--- src/rtl/alu_share_arbiter_if.sv ---
// alu_share_arbiter_if: request, shared-ALU and response signals of alu_share_arbiter
interface alu_share_arbiter_if #(parameter int NREQ = 4);
  logic [NREQ-1:0] req_valid;
  logic [NREQ-1:0] req_ready;
  logic [16*NREQ-1:0] req_x;
  logic [16*NREQ-1:0] req_y;
  logic [6*NREQ-1:0] req_ctrl;
  logic [15:0] alu_x;
  logic [15:0] alu_y;
  logic [5:0] alu_ctrl;
  logic [15:0] alu_out;
  logic alu_zr;
  logic alu_ng;
  logic rsp_valid;
  logic rsp_ready;
  logic [2:0] rsp_id;
  logic [15:0] rsp_data;
  logic rsp_zr;
  logic rsp_ng;
  logic busy;
  modport slave (
    input req_valid, req_x, req_y, req_ctrl, alu_out, alu_zr, alu_ng, rsp_ready,
    output req_ready, alu_x, alu_y, alu_ctrl, rsp_valid, rsp_id, rsp_data, rsp_zr, rsp_ng, busy
  );
  modport master (
    output req_valid, req_x, req_y, req_ctrl, alu_out, alu_zr, alu_ng, rsp_ready,
    input req_ready, alu_x, alu_y, alu_ctrl, rsp_valid, rsp_id, rsp_data, rsp_zr, rsp_ng, busy
  );
endinterface

--- src/rtl/alu_share_arbiter.sv ---
// alu_share_arbiter: round-robin time-sharing of one Hack ALU among NREQ requesters
module alu_share_arbiter #(
  parameter int NREQ = 4,
  parameter int SETTLE = 1
) (
  input logic clk,
  input logic rst_n,
  alu_share_arbiter_if.slave bus
);
  localparam int PW = $clog2(NREQ);
  typedef enum logic [1:0] {IDLE, EXEC, RESP} state_t;
  state_t state_q, state_d;
  logic [PW-1:0] rr_ptr_q, rr_ptr_d;
  logic [PW-1:0] gnt_q, gnt_d;
  logic [PW-1:0] gnt, idx;
  logic gnt_vld;
  logic [3:0] cnt_q, cnt_d;
  logic [15:0] x_q, x_d;
  logic [15:0] y_q, y_d;
  logic [5:0] ctrl_q, ctrl_d;
  logic valid_q, valid_d;
  logic [2:0] id_q, id_d;
  logic [15:0] data_q, data_d;
  logic zr_q, zr_d;
  logic ng_q, ng_d;
  logic busy_q, busy_d;
  always_comb begin
    gnt_vld = 1'b0;
    gnt = '0;
    idx = '0;
    for (int k = NREQ - 1; k >= 0; k--) begin
      idx = PW'((int'(rr_ptr_q) + k) % NREQ);
      if (bus.req_valid[idx]) begin
        gnt_vld = 1'b1;
        gnt = idx;
      end
    end
  end
  always_comb begin
    state_d = state_q;
    rr_ptr_d = rr_ptr_q;
    gnt_d = gnt_q;
    cnt_d = cnt_q;
    x_d = x_q;
    y_d = y_q;
    ctrl_d = ctrl_q;
    valid_d = valid_q;
    id_d = id_q;
    data_d = data_q;
    zr_d = zr_q;
    ng_d = ng_q;
    case (state_q)
      IDLE: if (gnt_vld) begin
        state_d = EXEC;
        gnt_d = gnt;
        cnt_d = 4'(SETTLE - 1);
        x_d = bus.req_x[16*gnt +: 16];
        y_d = bus.req_y[16*gnt +: 16];
        ctrl_d = bus.req_ctrl[6*gnt +: 6];
      end
      EXEC: if (cnt_q != 4'd0) begin
        cnt_d = cnt_q - 4'd1;
      end else begin
        state_d = RESP;
        valid_d = 1'b1;
        id_d = 3'(gnt_q);
        data_d = bus.alu_out;
        zr_d = bus.alu_zr;
        ng_d = bus.alu_ng;
      end
      RESP: if (bus.rsp_ready) begin
        state_d = IDLE;
        valid_d = 1'b0;
        rr_ptr_d = (gnt_q == PW'(NREQ - 1)) ? '0 : gnt_q + PW'(1);
        x_d = '0;
        y_d = '0;
        ctrl_d = '0;
      end
      default: state_d = IDLE;
    endcase
    busy_d = state_d != IDLE;
  end
  always_ff @(posedge clk or negedge rst_n) begin
    if (!rst_n) begin
      state_q <= IDLE;
      rr_ptr_q <= '0;
      gnt_q <= '0;
      cnt_q <= '0;
      x_q <= '0;
      y_q <= '0;
      ctrl_q <= '0;
      valid_q <= 1'b0;
      id_q <= '0;
      data_q <= '0;
      zr_q <= 1'b0;
      ng_q <= 1'b0;
      busy_q <= 1'b0;
    end else begin
      state_q <= state_d;
      rr_ptr_q <= rr_ptr_d;
      gnt_q <= gnt_d;
      cnt_q <= cnt_d;
      x_q <= x_d;
      y_q <= y_d;
      ctrl_q <= ctrl_d;
      valid_q <= valid_d;
      id_q <= id_d;
      data_q <= data_d;
      zr_q <= zr_d;
      ng_q <= ng_d;
      busy_q <= busy_d;
    end
  end
  assign bus.req_ready = (rst_n && state_q == IDLE && gnt_vld) ? NREQ'(1) << gnt : '0;
  assign bus.alu_x = x_q;
  assign bus.alu_y = y_q;
  assign bus.alu_ctrl = ctrl_q;
  assign bus.rsp_valid = valid_q;
  assign bus.rsp_id = id_q;
  assign bus.rsp_data = data_q;
  assign bus.rsp_zr = zr_q;
  assign bus.rsp_ng = ng_q;
  assign bus.busy = busy_q;
endmodule

--- src/flat_wrapper.sv ---
// flat-port wrapper written by rule: the top's interface ports become plain ports
module alu_share_arbiter_flat 
#(
  parameter int NREQ = 4,
  parameter int SETTLE = 1
)
  (clk, rst_n, bus_req_valid, bus_req_x, bus_req_y, bus_req_ctrl, bus_alu_out, bus_alu_zr, bus_alu_ng, bus_rsp_ready, bus_req_ready, bus_alu_x, bus_alu_y, bus_alu_ctrl, bus_rsp_valid, bus_rsp_id, bus_rsp_data, bus_rsp_zr, bus_rsp_ng, bus_busy);
  alu_share_arbiter_if #(.NREQ(NREQ)) bus_i ();
  input logic clk;
  input logic rst_n;
  input wire logic [$bits(bus_i.req_valid)-1:0] bus_req_valid;
  input wire logic [$bits(bus_i.req_x)-1:0] bus_req_x;
  input wire logic [$bits(bus_i.req_y)-1:0] bus_req_y;
  input wire logic [$bits(bus_i.req_ctrl)-1:0] bus_req_ctrl;
  input wire logic [$bits(bus_i.alu_out)-1:0] bus_alu_out;
  input wire logic [$bits(bus_i.alu_zr)-1:0] bus_alu_zr;
  input wire logic [$bits(bus_i.alu_ng)-1:0] bus_alu_ng;
  input wire logic [$bits(bus_i.rsp_ready)-1:0] bus_rsp_ready;
  output wire logic [$bits(bus_i.req_ready)-1:0] bus_req_ready;
  output wire logic [$bits(bus_i.alu_x)-1:0] bus_alu_x;
  output wire logic [$bits(bus_i.alu_y)-1:0] bus_alu_y;
  output wire logic [$bits(bus_i.alu_ctrl)-1:0] bus_alu_ctrl;
  output wire logic [$bits(bus_i.rsp_valid)-1:0] bus_rsp_valid;
  output wire logic [$bits(bus_i.rsp_id)-1:0] bus_rsp_id;
  output wire logic [$bits(bus_i.rsp_data)-1:0] bus_rsp_data;
  output wire logic [$bits(bus_i.rsp_zr)-1:0] bus_rsp_zr;
  output wire logic [$bits(bus_i.rsp_ng)-1:0] bus_rsp_ng;
  output wire logic [$bits(bus_i.busy)-1:0] bus_busy;
  assign bus_i.req_valid = bus_req_valid;
  assign bus_i.req_x = bus_req_x;
  assign bus_i.req_y = bus_req_y;
  assign bus_i.req_ctrl = bus_req_ctrl;
  assign bus_i.alu_out = bus_alu_out;
  assign bus_i.alu_zr = bus_alu_zr;
  assign bus_i.alu_ng = bus_alu_ng;
  assign bus_i.rsp_ready = bus_rsp_ready;
  assign bus_req_ready = bus_i.req_ready;
  assign bus_alu_x = bus_i.alu_x;
  assign bus_alu_y = bus_i.alu_y;
  assign bus_alu_ctrl = bus_i.alu_ctrl;
  assign bus_rsp_valid = bus_i.rsp_valid;
  assign bus_rsp_id = bus_i.rsp_id;
  assign bus_rsp_data = bus_i.rsp_data;
  assign bus_rsp_zr = bus_i.rsp_zr;
  assign bus_rsp_ng = bus_i.rsp_ng;
  assign bus_busy = bus_i.busy;
  alu_share_arbiter #(.NREQ(NREQ), .SETTLE(SETTLE)) u_core (.clk(clk), .rst_n(rst_n), .bus(bus_i));
endmodule
--- config.mk ---
export PLATFORM = sky130hd
export DESIGN_NAME = alu_share_arbiter_flat
export DESIGN_NICKNAME = d
export VERILOG_FILES = /design/src/rtl/alu_share_arbiter_if.sv /design/src/rtl/alu_share_arbiter.sv /design/src/flat_wrapper.sv
export SDC_FILE = /design/constraint.sdc
export NUM_CORES = 1
export LEC_CHECK = 0
export BUFFER_PORTS_ARGS = -buffer_cell sky130_fd_sc_hd__buf_2
export CAP_MARGIN = 20
export CORE_MARGIN = 5
export CORE_UTILIZATION = 39
export CTS_CLUSTER_DIAMETER = 200
export DETAILED_ROUTE_END_ITERATION = 7
export PLACE_DENSITY = 0.77
export SYNTH_ARGS = -nofsm -noshare
export SYNTH_HDL_FRONTEND = slang
export SYNTH_SLANG_ARGS = --single-unit
--- constraint.sdc ---
create_clock -name clk -period 2 [get_ports clk]
set_input_delay 0.1 -clock clk [delete_from_list [all_inputs] [get_ports clk]]
set_output_delay 0.1 -clock clk [all_outputs]
set_load 0.01 [all_outputs]
==> results of run 1 <==
==> cells in the final DEF, fill, tap and decap left out, types with 3 or more instances in the layout <==
cell,instances
buf_2,240
nor3_1,3
nor2b_1,3
o221ai_1,17
buf_12,4
mux2i_1,59
dfrtp_1,70
mux2i_2,13
clkbuf_8,10
mux2i_4,5
o221ai_2,21
nor2_1,6
mux2_2,21
clkbuf_16,3
ha_1,3
buf_4,18
dlygate4sd3_1,19
buf_6,3
nand2_1,49
==> metal layers <==
layer  vias up  global-route usage  wire (µm)  part of all wire
li1       1774                   -          -                 -
met1      1785               0.218       4760              0.38
met2       171               0.340       6330              0.50
met3        20              0.0728       1360              0.11
met4         0              0.0552        235             0.019
met5         -                   0          0                 0
==> worst paths after layout <==
path                            cells after the start                      end                 start  slack [ns]
worst max-delay path                                7      u_core.bus.alu_x[6]    u_core.rr_ptr_q[0]       -0.02
worst min-delay path                                2  u_core.bus.rsp_data[14]                 rst_n      -0.006
worst max register to register                      7      u_core.bus.alu_x[6]    u_core.rr_ptr_q[0]       -0.02
worst min register to register                      2     u_core.bus.alu_x[12]  u_core.bus.alu_x[12]        0.49
max in group asynchronous                           2      u_core.bus.alu_x[3]                 rst_n        1.43
min in group clk                                    3      u_core.bus.alu_x[2]         bus_req_x[50]        0.07
==> through the flow <==
stage	setup WS [ns]	utilization	setup TNS [ns]	power, µW
after global placement	0.0566	0.544	0	6930
after global routing	-0.0770	0.615	-0.942	9400
after CTS	0.00929	0.587	0	8360
final	-0.0170	0.615	-0.0170	8730
after floorplan	0.0413	-	0	5540
after detailed placement	-0.0223	0.544	-0.0223	7100
==> Yosys cell counts (2+ instances only) <==
library cell	instances
dfrtp_1	70
nor3b_1	2
nor3_1	3
nand2_1	51
o31ai_1	2
mux2_2	21
buf_4	4
buf_6	7
nand3b_1	2
ha_1	3
or4_4	2
nor2b_1	4
clkbuf_1	5
mux2i_1	77
inv_1	3
o221ai_2	20
buf_1	2
nor2_1	6
buf_2	6
o221ai_1	18
==> sequential cells by signal, summed over array words and instances (netlist names) <==
| name | cells |
|---|---|
| u_core.bus.alu_ctrl | 6 |
| u_core.bus.alu_y | 16 |
| u_core.bus.rsp_zr | 1 |
| u_core.bus.busy | 1 |
| u_core.bus.rsp_valid | 1 |
| u_core.cnt_q | 4 |
| u_core.gnt_q | 2 |
| u_core.bus.rsp_ng | 1 |
| u_core.state_q | 2 |
| u_core.bus.alu_x | 16 |
| u_core.rr_ptr_q | 2 |
| u_core.bus.rsp_id | 2 |
| u_core.bus.rsp_data | 16 |
==> kinds of logic after synthesis <==
logic type,after synthesis
XOR/XNOR,2
AND/OR/NAND/NOR,78
flip-flops,70
multiplexers,98
adder cells (fa/ha/maj),3
other,1
buffers and inverters,27
AO/OA/AOI/OAI,47
==> worst register-to-register path: cells and delay by family, from the launching register on <==
family,cells,cell delay (ns)
AOI/OAI and AO/OA,1,0.15
DFF,1,0.40
buffers and inverters,2,0.35
and+or+nand+nor,3,0.74
muxes,1,0.23
==> power by group through the flow <==
stage	combinational [µW]	clock (µW)	sequential, µW
2_1_floorplan	2760	0	2780
4_1_cts	4690	1160	2500
3_5_place_dp	4580	0	2530
6_report	5080	1120	2520
5_1_grt	5550	1230	2610
3_3_place_gp	4440	0	2500
==> repair_timing <==
action / CTS / global route
endpoints found under the setup margin: 3 / 19
hold endpoints to repair: 19 / 0
hold buffers: 19 / 0
pin swaps: 3 / 8
gates resized for setup: 1 / 31
setup buffers: 4 / 6
cloned: 0 / 3
==> final cells by class <==
cell class | count | area [µm²]
Antenna cell | 1 | 2.50
Clock buffer | 11 | 141
Clock inverter | 4 | 47.5
Fill cell | 772 | 3760
Inverter | 3 | 11.3
Multi-Input combinational cell | 229 | 2120
Sequential cell | 70 | 1750
Tap cell | 133 | 166
Timing Repair Buffer | 289 | 1770
==> key figures, run 1 <==
Place
  – DP HPWL: 9220 µm
  – PortBufs: 240
  – Area after DPL: between 0.005 and 0.006 mm²
  – Total placed cells including tap cells: 692
  – Placer Congestion: 0.777

Synthesis
  – Number of flops mapped to enable cells by yosys: 0
  – Adder-Cell Fraction of Synth Area: 0.00962
  – Post-synthesis compound-gate area fraction: 0.135
  – FFs w/ async S/R, synth: 1.00
  – Largest cells by area after synthesis: dfrtp_1 (45%), mux2i_1 (20%), o221ai_2 (7.7%), mux2_2 (6.1%), nand2_1 (4.9%)
  – Biggest area consumer among synthesized cells: dfrtp_1
  – Synthesized area: 0.00390 mm²
  – Post-synth top flop: dfrtp_1
  – Mux share of post-synthesis cell area: 0.258
  – Synth warn: 0
  – Area share of the largest cell type after synthesis: 0.449
  – Largest family of logic cells by synthesized area: multiplexers
  – Synth Register Bits: 70
  – Sequential-to-total area share from yosys stat: 0.449
  – Syn nets: 506
  – Simple-gate share of the synthesized area: 0.0975
  – Xor and xnor fraction of the mapped netlist area: 0.00449
  – Distinct cells, synth: 38
  – Syn Area/Cell: 12.0 µm²
  – Synthesized instance count: 326

Critical path
  – Worst EP required: 2.19 ns
  – Crit path kind: reg2reg
  – Worst path cell trace: nor2b_2 > or4b_4 > nand2_8 > buf_12 > clkbuf_16 > mux2i_2 > o221ai_1
  – CP endpoint kind: register
  – Worst path arrival time: 2.21 ns
  – Startpoint types: register
  – Crit-path slowest cell: or4b_4
  – CP top delay family: simple AND/OR/NAND/NOR gates
  – CP peak stage delay: ~0.56 ns
  – Worst path bufs/invs: 2
  – Max FO, Critical Path: 11

Floorplanning
  – Die Y: 110 µm
  – Initial Utilization: 0.399
  – Num rows: 36
  – Core ar.: slightly below 0.01 mm²
  – # IOs: 242
  – Die outline area: 0.0121 mm²
  – Die X: 110 µm

CTS
  – Clock sink total: 70
  – CTS max path bufs: 2
  – CTS tree: done
  – Worst skew pair latency: 0.34 ns
  – CTS clk-pin slew, worst paths: 0.08 ns
  – Clk root buf: clkbuf_8
  – TritonCTS Buffers: 9
  – CTS H-tree depth: 3

Cells and area
  – Layout cell share with drive strength beyond 1: 0.587
  – Design area: 0.00601 mm²
  – Nets: 782
  – Final Instance Count excl. Fillers: 740
  – Area growth syn-to-layout: 54.0%

Job
  – Max-cap violations: 0

Power
  – Sequential Power Share: 0.289
  – Power Dens Cells: 1450 mW/mm²
  – Sw frac: 0.390
  – Combinational fraction of design power: 0.582
  – P_int: 5320 µW
  – Clock Power Share: 0.129
  – Leakage power of the design: 0.00298 µW
  – Psw: 3400 µW
  – Worst vdd ir: 0.831 mV

Drt
  – Residual DRC count: 0
  – Average wire per standard cell: about 17 µm
  – Routed Antenna Nets: 0
  – Vias: between 3000 and 4000
  – 1st-iter DRT viols: a little over 90
  – Final WL: 12700 µm
  – Avg Vias per Cell: 5.07
  – Router iterations before antenna repair: 6

GRT
  – Gr ovfl total: 0
  – First-pass GRT wire length: 18500 µm
  – GRT Resource Usage Total: 0.193
  – Largest net degree at the start of global routing: 71
  – Number of global-route vias before repair: roughly 4000
  – Initial antenna violation count: 1

Timing
  – Period utilisation layout: 1.01
  – Worst Clk Skew: 0.0100 ns
  – Max-slew headroom at the worst pin: 0.410
  – Final setup fails: 1
  – Max Freq: 0.496 GHz
  – Final setup margin: -0.0170 ns
  – Slew @ Worst Pin: 0.884 ns
  – Max Slew Vio Count: 0
  – RSZ-0062 raised after global routing: yes
  – Post-layout min period: 2.02 ns
  – Min Hold Slack: -0.00590 ns
  – Count of final hold-check violations: 8

Run status
  – Failing checks: hold timing, setup timing
  – Status: finished, violations left

Hold path
  – Min-delay worst type: in2async
Note: power is estimated with default switching activity, not from simulation.
==> inputs of run 2 (changes only) <==
- SKIP_LAST_GASP: not set -> 1
==> key figures, run 2 (same netlist as run 1, synthesis figures left out) <==
Drt
  – Residual DRC count: 0 (unchanged)
  – Vias: 3725 (-0.67%)
  – Final WL: 12700 µm (-0.18%)
  – Router iterations before antenna repair: 6 (unchanged)
  – Average wire per standard cell: 17.1 µm (-0.18%)
  – Avg Vias per Cell: 5.03 (-0.67%)
  – Routed Antenna Nets: 0 (unchanged)
  – 1st-iter DRT viols: 99 (+7.6%)

Timing
  – Count of final hold-check violations: 7 (-1)
  – Worst Clk Skew: 0.00949 ns (-0.000532 ns)
  – Max-slew headroom at the worst pin: 0.411 (+0.000671)
  – Period utilisation layout: 1.01 (about the same)
  – Max Slew Vio Count: 0 (unchanged)
  – Max Freq: 0.496 GHz (about the same)
  – Min Hold Slack: -0.00549 ns (+0.000415 ns)
  – Post-layout min period: 2.02 ns (+0.000760 ns)
  – Final setup margin: -0.0177 ns (-0.000760 ns)
  – RSZ-0062 raised after global routing: yes
  – Final setup fails: 1 (unchanged)
  – Slew @ Worst Pin: 0.883 ns (-0.00101 ns)

GRT
  – GRT Resource Usage Total: 0.193 (unchanged)
  – Largest net degree at the start of global routing: 71 (unchanged)
  – Number of global-route vias before repair: 4004 (unchanged)
  – First-pass GRT wire length: 18500 µm (unchanged)
  – Initial antenna violation count: 1 (unchanged)
  – Gr ovfl total: 0 (unchanged)

CTS
  – CTS max path bufs: 2 (unchanged)
  – CTS H-tree depth: 3 (unchanged)
  – Clock sink total: 70 (unchanged)
  – Clk root buf: clkbuf_8
  – CTS tree: done
  – Worst skew pair latency: 0.34 ns (about the same)
  – TritonCTS Buffers: 9 (unchanged)
  – CTS clk-pin slew, worst paths: 0.08 ns (about the same)

Floorplanning
  – # IOs: 242 (unchanged)
  – Die X: 110 µm (unchanged)
  – Num rows: 36 (unchanged)
  – Initial Utilization: 0.399 (unchanged)
  – Die outline area: 0.0121 mm² (unchanged)
  – Core ar.: 0.00977 mm² (unchanged)
  – Die Y: 110 µm (unchanged)

Cells and area
  – Register area: 0.00175 mm² (unchanged)
  – Nets: 782 (unchanged)
  – Commonest non-fill, non-tap cell in the layout: buf_2
  – Final Instance Count excl. Fillers: 740 (unchanged)
  – Area growth syn-to-layout: 53.4%
  – Most frequent cells in the layout: buf_2 (240), dfrtp_1 (70), mux2i_1 (63)
  – Filler cell count: 780 (+1.0%)
  – Layout cell share with drive strength beyond 1: 0.579 (-0.00825)
  – Design area: 0.00598 mm² (-0.42%)
  – Multi-input combinational cell area: 0.00210 mm² (-1.0%)

Power
  – Combinational fraction of design power: 0.580 (-0.002)
  – Worst vdd ir: 0.830 mV (about the same)
  – Power Dens Cells: 1450 mW/mm² (about the same)
  – Total power: 8690 µW (-0.46%)
  – Sw frac: 0.390 (about the same)
  – Psw: 3390 µW (-0.37%)
  – P_int: 5300 µW (-0.51%)
  – Leakage power of the design: 0.00298 µW (about the same)
  – Sequential Power Share: 0.290 (about the same)
  – Clock Power Share: 0.130 (about the same)

Critical path
  – Startpoint types: register
  – Crit-path slowest cell: or4b_4
  – R2r setup slk: -0.02 ns (about the same)
  – Worst EP required: 2.19 ns (about the same)
  – CP peak stage delay: 0.56 ns (about the same)
  – Critical R2R Launch: u_core.rr_ptr_q[0]
  – R2R cell count: 7 (unchanged)
  – Worst path arrival time: 2.21 ns (about the same)
  – Worst path cell trace: nor2b_2 > or4b_4 > nand2_8 > buf_12 > clkbuf_16 > mux2i_2 > o221ai_1
  – Critical R2R Capture: u_core.bus.alu_x[6]
  – CP endpoint kind: register
  – Worst path bufs/invs: 2 (unchanged)
  – CP top delay family: simple AND/OR/NAND/NOR gates
  – Max FO, Critical Path: 11 (unchanged)
  – Crit path kind: reg2reg

Job
  – Max-cap violations: 0 (unchanged)

Place
  – DP HPWL: 9220 µm (unchanged)
  – Total placed cells including tap cells: 692 (unchanged)
  – PortBufs: 240 (unchanged)
  – Area after DPL: 0.00531 mm² (unchanged)
  – Placer Congestion: 0.777 (unchanged)

Run status
  – Failing checks: hold timing, setup timing
  – Status: finished, violations left

Hold path
  – Min-delay worst type: in2async
## run 2: changes by cell type in the layout (fill, tap and decap cells not counted)
| cell | delta |
|---|---|
| buf_6 | -1 |
| mux2i_2 | -4 |
| mux2i_1 | +4 |
| o221ai_2 | -1 |
| o221ai_1 | +1 |
| buf_4 | +1 |
## run 2: how the worst max path moves through the flow
stage	from	end	slack, ns	cells past startpoint
floorplan	u_core.cnt_q[0]	u_core.cnt_q[3]	0.04	8
global placement	u_core.rr_ptr_q[0]	u_core.bus.alu_y[7]	0.06	6
detailed placement	u_core.rr_ptr_q[0]	u_core.bus.alu_y[7]	-0.02	6
CTS	u_core.rr_ptr_q[0]	bus_req_ready[1]	0.009	6
global route	u_core.rr_ptr_q[0]	u_core.bus.alu_x[0]	-0.08	7
finish	u_core.rr_ptr_q[0]	u_core.bus.alu_x[6]	-0.02	7
## run 2: cell type report
| cell class | count | area share |
|---|---|---|
| multi-input cells | 229 | 0.350 |
| repair buffers | 289 | 0.295 |
| flip-flops and latches | 70 | 0.293 |
| well taps | 133 | 0.0278 |
| clock buffers | 11 | 0.0236 |
| clock inverters | 4 | 0.00794 |
| inverters | 3 | 0.00188 |
| diodes | 1 | 0.000418 |
## run 2: what timing repair did
action / in CTS / in global routing
cloned: 0 / 3
pin swaps: 3 / 4
hold endpoints to repair: 19 / 0
hold buffers: 19 / 0
endpoints found under the setup margin: 3 / 19
setup buffers: 4 / 6
resized for setup: 1 / 25
## run 2: per-stage QoR
step	setup TNS [ns]	setup slack [ns]	util
6_report	-0.0177	-0.0177	0.612
5_1_grt	-0.995	-0.0770	0.612
4_1_cts	0	0.00929	0.587
3_5_place_dp	-0.0223	-0.0223	0.544
3_3_place_gp	0	0.0566	0.544
2_1_floorplan	0	0.0413	-
## run 2: power groups by stage
stage          sequential [µW]  clock [µW]  combinational [µW]
4_1_cts                   2500        1160                4690
3_3_place_gp              2500           0                4440
6_report                  2520        1130                5040
2_1_floorplan             2780           0                2760
3_5_place_dp              2530           0                4580
5_1_grt                   2610        1230                5500
## run 2: per-layer routing
metal / vias to the layer above / wire length (µm) / global-route usage
met5: - / 0 / 0
met4: 0 / 219 / 0.0552
met3: 18 / 1370 / 0.0728
met2: 171 / 6320 / 0.340
met1: 1762 / 4750 / 0.218
li1: 1774 / - / -
==> inputs of run 3 (changes only) <==
- CORE_ASPECT_RATIO: not set -> 0.5
==> key figures, run 3 (same netlist as run 1, synthesis figures left out) <==
Power
  – Power Dens Cells: 1520 mW/mm² (+4.9%)
  – Leakage power of the design: 0.00307 µW (+3.2%)
  – Worst vdd ir: 0.772 mV (-7.0%)

Floorplanning
  – Die outline area: 0.0122 mm² (+1.0%)
  – Initial Utilization: 0.406 (+0.00713)
  – Num rows: 25 (-31%)
  – Die Y: 80.7 µm (-27%)
  – Die X: 151 µm (+38%)
  – # IOs: 242 (unchanged)
  – Core ar.: 0.00960 mm² (-1.8%)

Timing
  – Period utilisation layout: 0.993 (-0.0163)
  – Max-slew headroom at the worst pin: 0.602 (+0.191)
  – Post-layout min period: 1.99 ns (-0.0326 ns)
  – Final setup margin: 0.0149 ns (+0.0326 ns)
  – RSZ-0062 raised after global routing: yes
  – Worst Clk Skew: 0.00601 ns (-0.00348 ns)
  – Count of final hold-check violations: 0 (-7)
  – Max Freq: 0.504 GHz (+1.6%)
  – Min Hold Slack: 0.0157 ns (+0.0212 ns)
  – Final setup fails: 0 (-1)
  – Max Slew Vio Count: 0 (unchanged)
  – Slew @ Worst Pin: 0.591 ns (-0.292 ns)

Cells and area
  – Multi-input combinational cell area: 0.00206 mm² (-1.8%)
  – Layout cell share with drive strength beyond 1: 0.581 (+0.00196)
  – Area growth syn-to-layout: 56.2%
  – Most frequent cells in the layout: buf_2 (239), mux2i_1 (74), dfrtp_1 (69)
  – Diodes inserted: 0 (-1)
  – Nets: 791 (+1.2%)
  – Final Util: 0.635 (+0.0225)
  – Filler cell count: 779 (-0.13%)
  – Commonest non-fill, non-tap cell in the layout: buf_2
  – Final Instance Count excl. Fillers: 751 (+1.5%)
  – Register area: 0.00175 mm² (about the same)

Drt
  – Residual DRC count: 0 (unchanged)
  – Routed Antenna Nets: 0 (unchanged)
  – Vias: 3724 (-0.027%)
  – Average wire per standard cell: 16.8 µm (-1.5%)
  – Final WL: 12600 µm (about the same)
  – 1st-iter DRT viols: 118 (+19%)
  – Avg Vias per Cell: 4.96 (-1.5%)
  – Router iterations before antenna repair: 4 (-2)

CTS
  – CTS clk-pin slew, worst paths: 0.05 ns (-0.03 ns)
  – Worst skew pair latency: 0.33 ns (about the same)
  – TritonCTS Buffers: 9 (unchanged)
  – Clock sink total: 70 (unchanged)
  – Clk root buf: clkbuf_16
  – CTS H-tree depth: 3 (unchanged)
  – CTS tree: done
  – CTS max path bufs: 2 (unchanged)

Critical path
  – Max FO, Critical Path: 3 (-8)
  – Worst path cell trace: nor2b_2 > or4b_4 > buf_4 > a211oi_2 > buf_2
  – Startpoint types: register
  – Worst EP required: 1.90 ns (-0.29 ns)
  – CP peak stage delay: 0.56 ns (about the same)
  – Crit path kind: reg2out
  – R2R cell count: 7 (unchanged)
  – Worst path arrival time: 1.89 ns (-0.32 ns)
  – CP endpoint kind: output pin
  – Crit-path slowest cell: or4b_4

GRT
  – GRT Resource Usage Total: 0.196 (+0.00285)
  – First-pass GRT wire length: 18900 µm (+2.2%)
  – Largest net degree at the start of global routing: 37 (-48%)
  – Initial antenna violation count: 0 (-1)
  – Gr ovfl total: 0 (unchanged)
  – Number of global-route vias before repair: 3828 (-4.4%)

Hold path
  – Min-delay worst type: in2reg
  – Hold Path Cell Cnt: 2

Job
  – Max-cap violations: 0 (unchanged)

Place
  – Setup WS pre-CTS: 0.0424 ns (+0.0647 ns)
  – Total placed cells including tap cells: 701 (+1.3%)
  – PortBufs: 240 (unchanged)
  – DP HPWL: 9240 µm (+0.30%)
  – Placer Congestion: 0.811 (+4.4%)

Run status
  – Status: finished clean
-- run 3: stage by stage --
| step | total power, µW | TNS (ns) | area, µm² |
|---|---|---|---|
| floorplan | 5540 | 0 | 3910 |
| global placement | 7020 | 0 | 5360 |
| detailed placement | 7160 | 0 | 5360 |
| CTS | 9080 | -0.0350 | 5930 |
| global route | 9900 | -0.117 | 6100 |
| finish | 9280 | 0 | 6100 |
-- run 3: routing by layer --
layer	GRT usage	vias to the layer above	share of wire
li1	-	1788	-
met1	0.225	1811	0.38
met2	0.366	107	0.56
met3	0.0502	18	0.054
met4	0.0552	0	0.015
met5	0	-	0
-- run 3: timing repair --
action | 4_1_cts | 5_1_grt
gates resized for setup | 3 | 15
endpoints found under the setup margin | 3 | 32
hold endpoints to repair | 87 | 0
cloned | 1 | 1
hold buffers | 18 | 0
pin swaps | 3 | 7
setup buffers | 3 | 11
-- run 3: area by class of cell --
type	instances	share of cell area
clock inverter	6	0.0140
sequential	70	0.288
timing repair buffer	297	0.292
multi-input combinational	230	0.338
clock buffer	10	0.0392
inverter	3	0.00185
tap	135	0.0277
-- run 3: worst max-delay path: cells and delay by family, from the launching register on --
kind	cells	cell delay, ns
DFF	1	0.38
buffers and inverters	2	0.33
AOI/OAI and AO/OA	1	0.21
and+or+nand+nor	2	0.63
-- run 3: report_power, final --
part	switching, µW	internal (µW)
clock	604	1120
combinational	2470	2530
sequential	430	2130
total	3510	5780
-- run 3: path summary, 6_finish.rpt --
kind                            slack (ns)                       to                    from
worst max register to register        0.06   u_core.bus.alu_ctrl[2]      u_core.rr_ptr_q[0]
min in group asynchronous             0.36          u_core.cnt_q[1]                   rst_n
worst max-delay path                  0.01         bus_req_ready[3]      u_core.rr_ptr_q[0]
worst min register to register        0.48   u_core.bus.alu_ctrl[5]  u_core.bus.alu_ctrl[5]
worst min-delay path                  0.02  u_core.bus.rsp_data[14]         bus_alu_out[14]
max in group asynchronous             1.28      u_core.bus.alu_y[7]                   rst_n
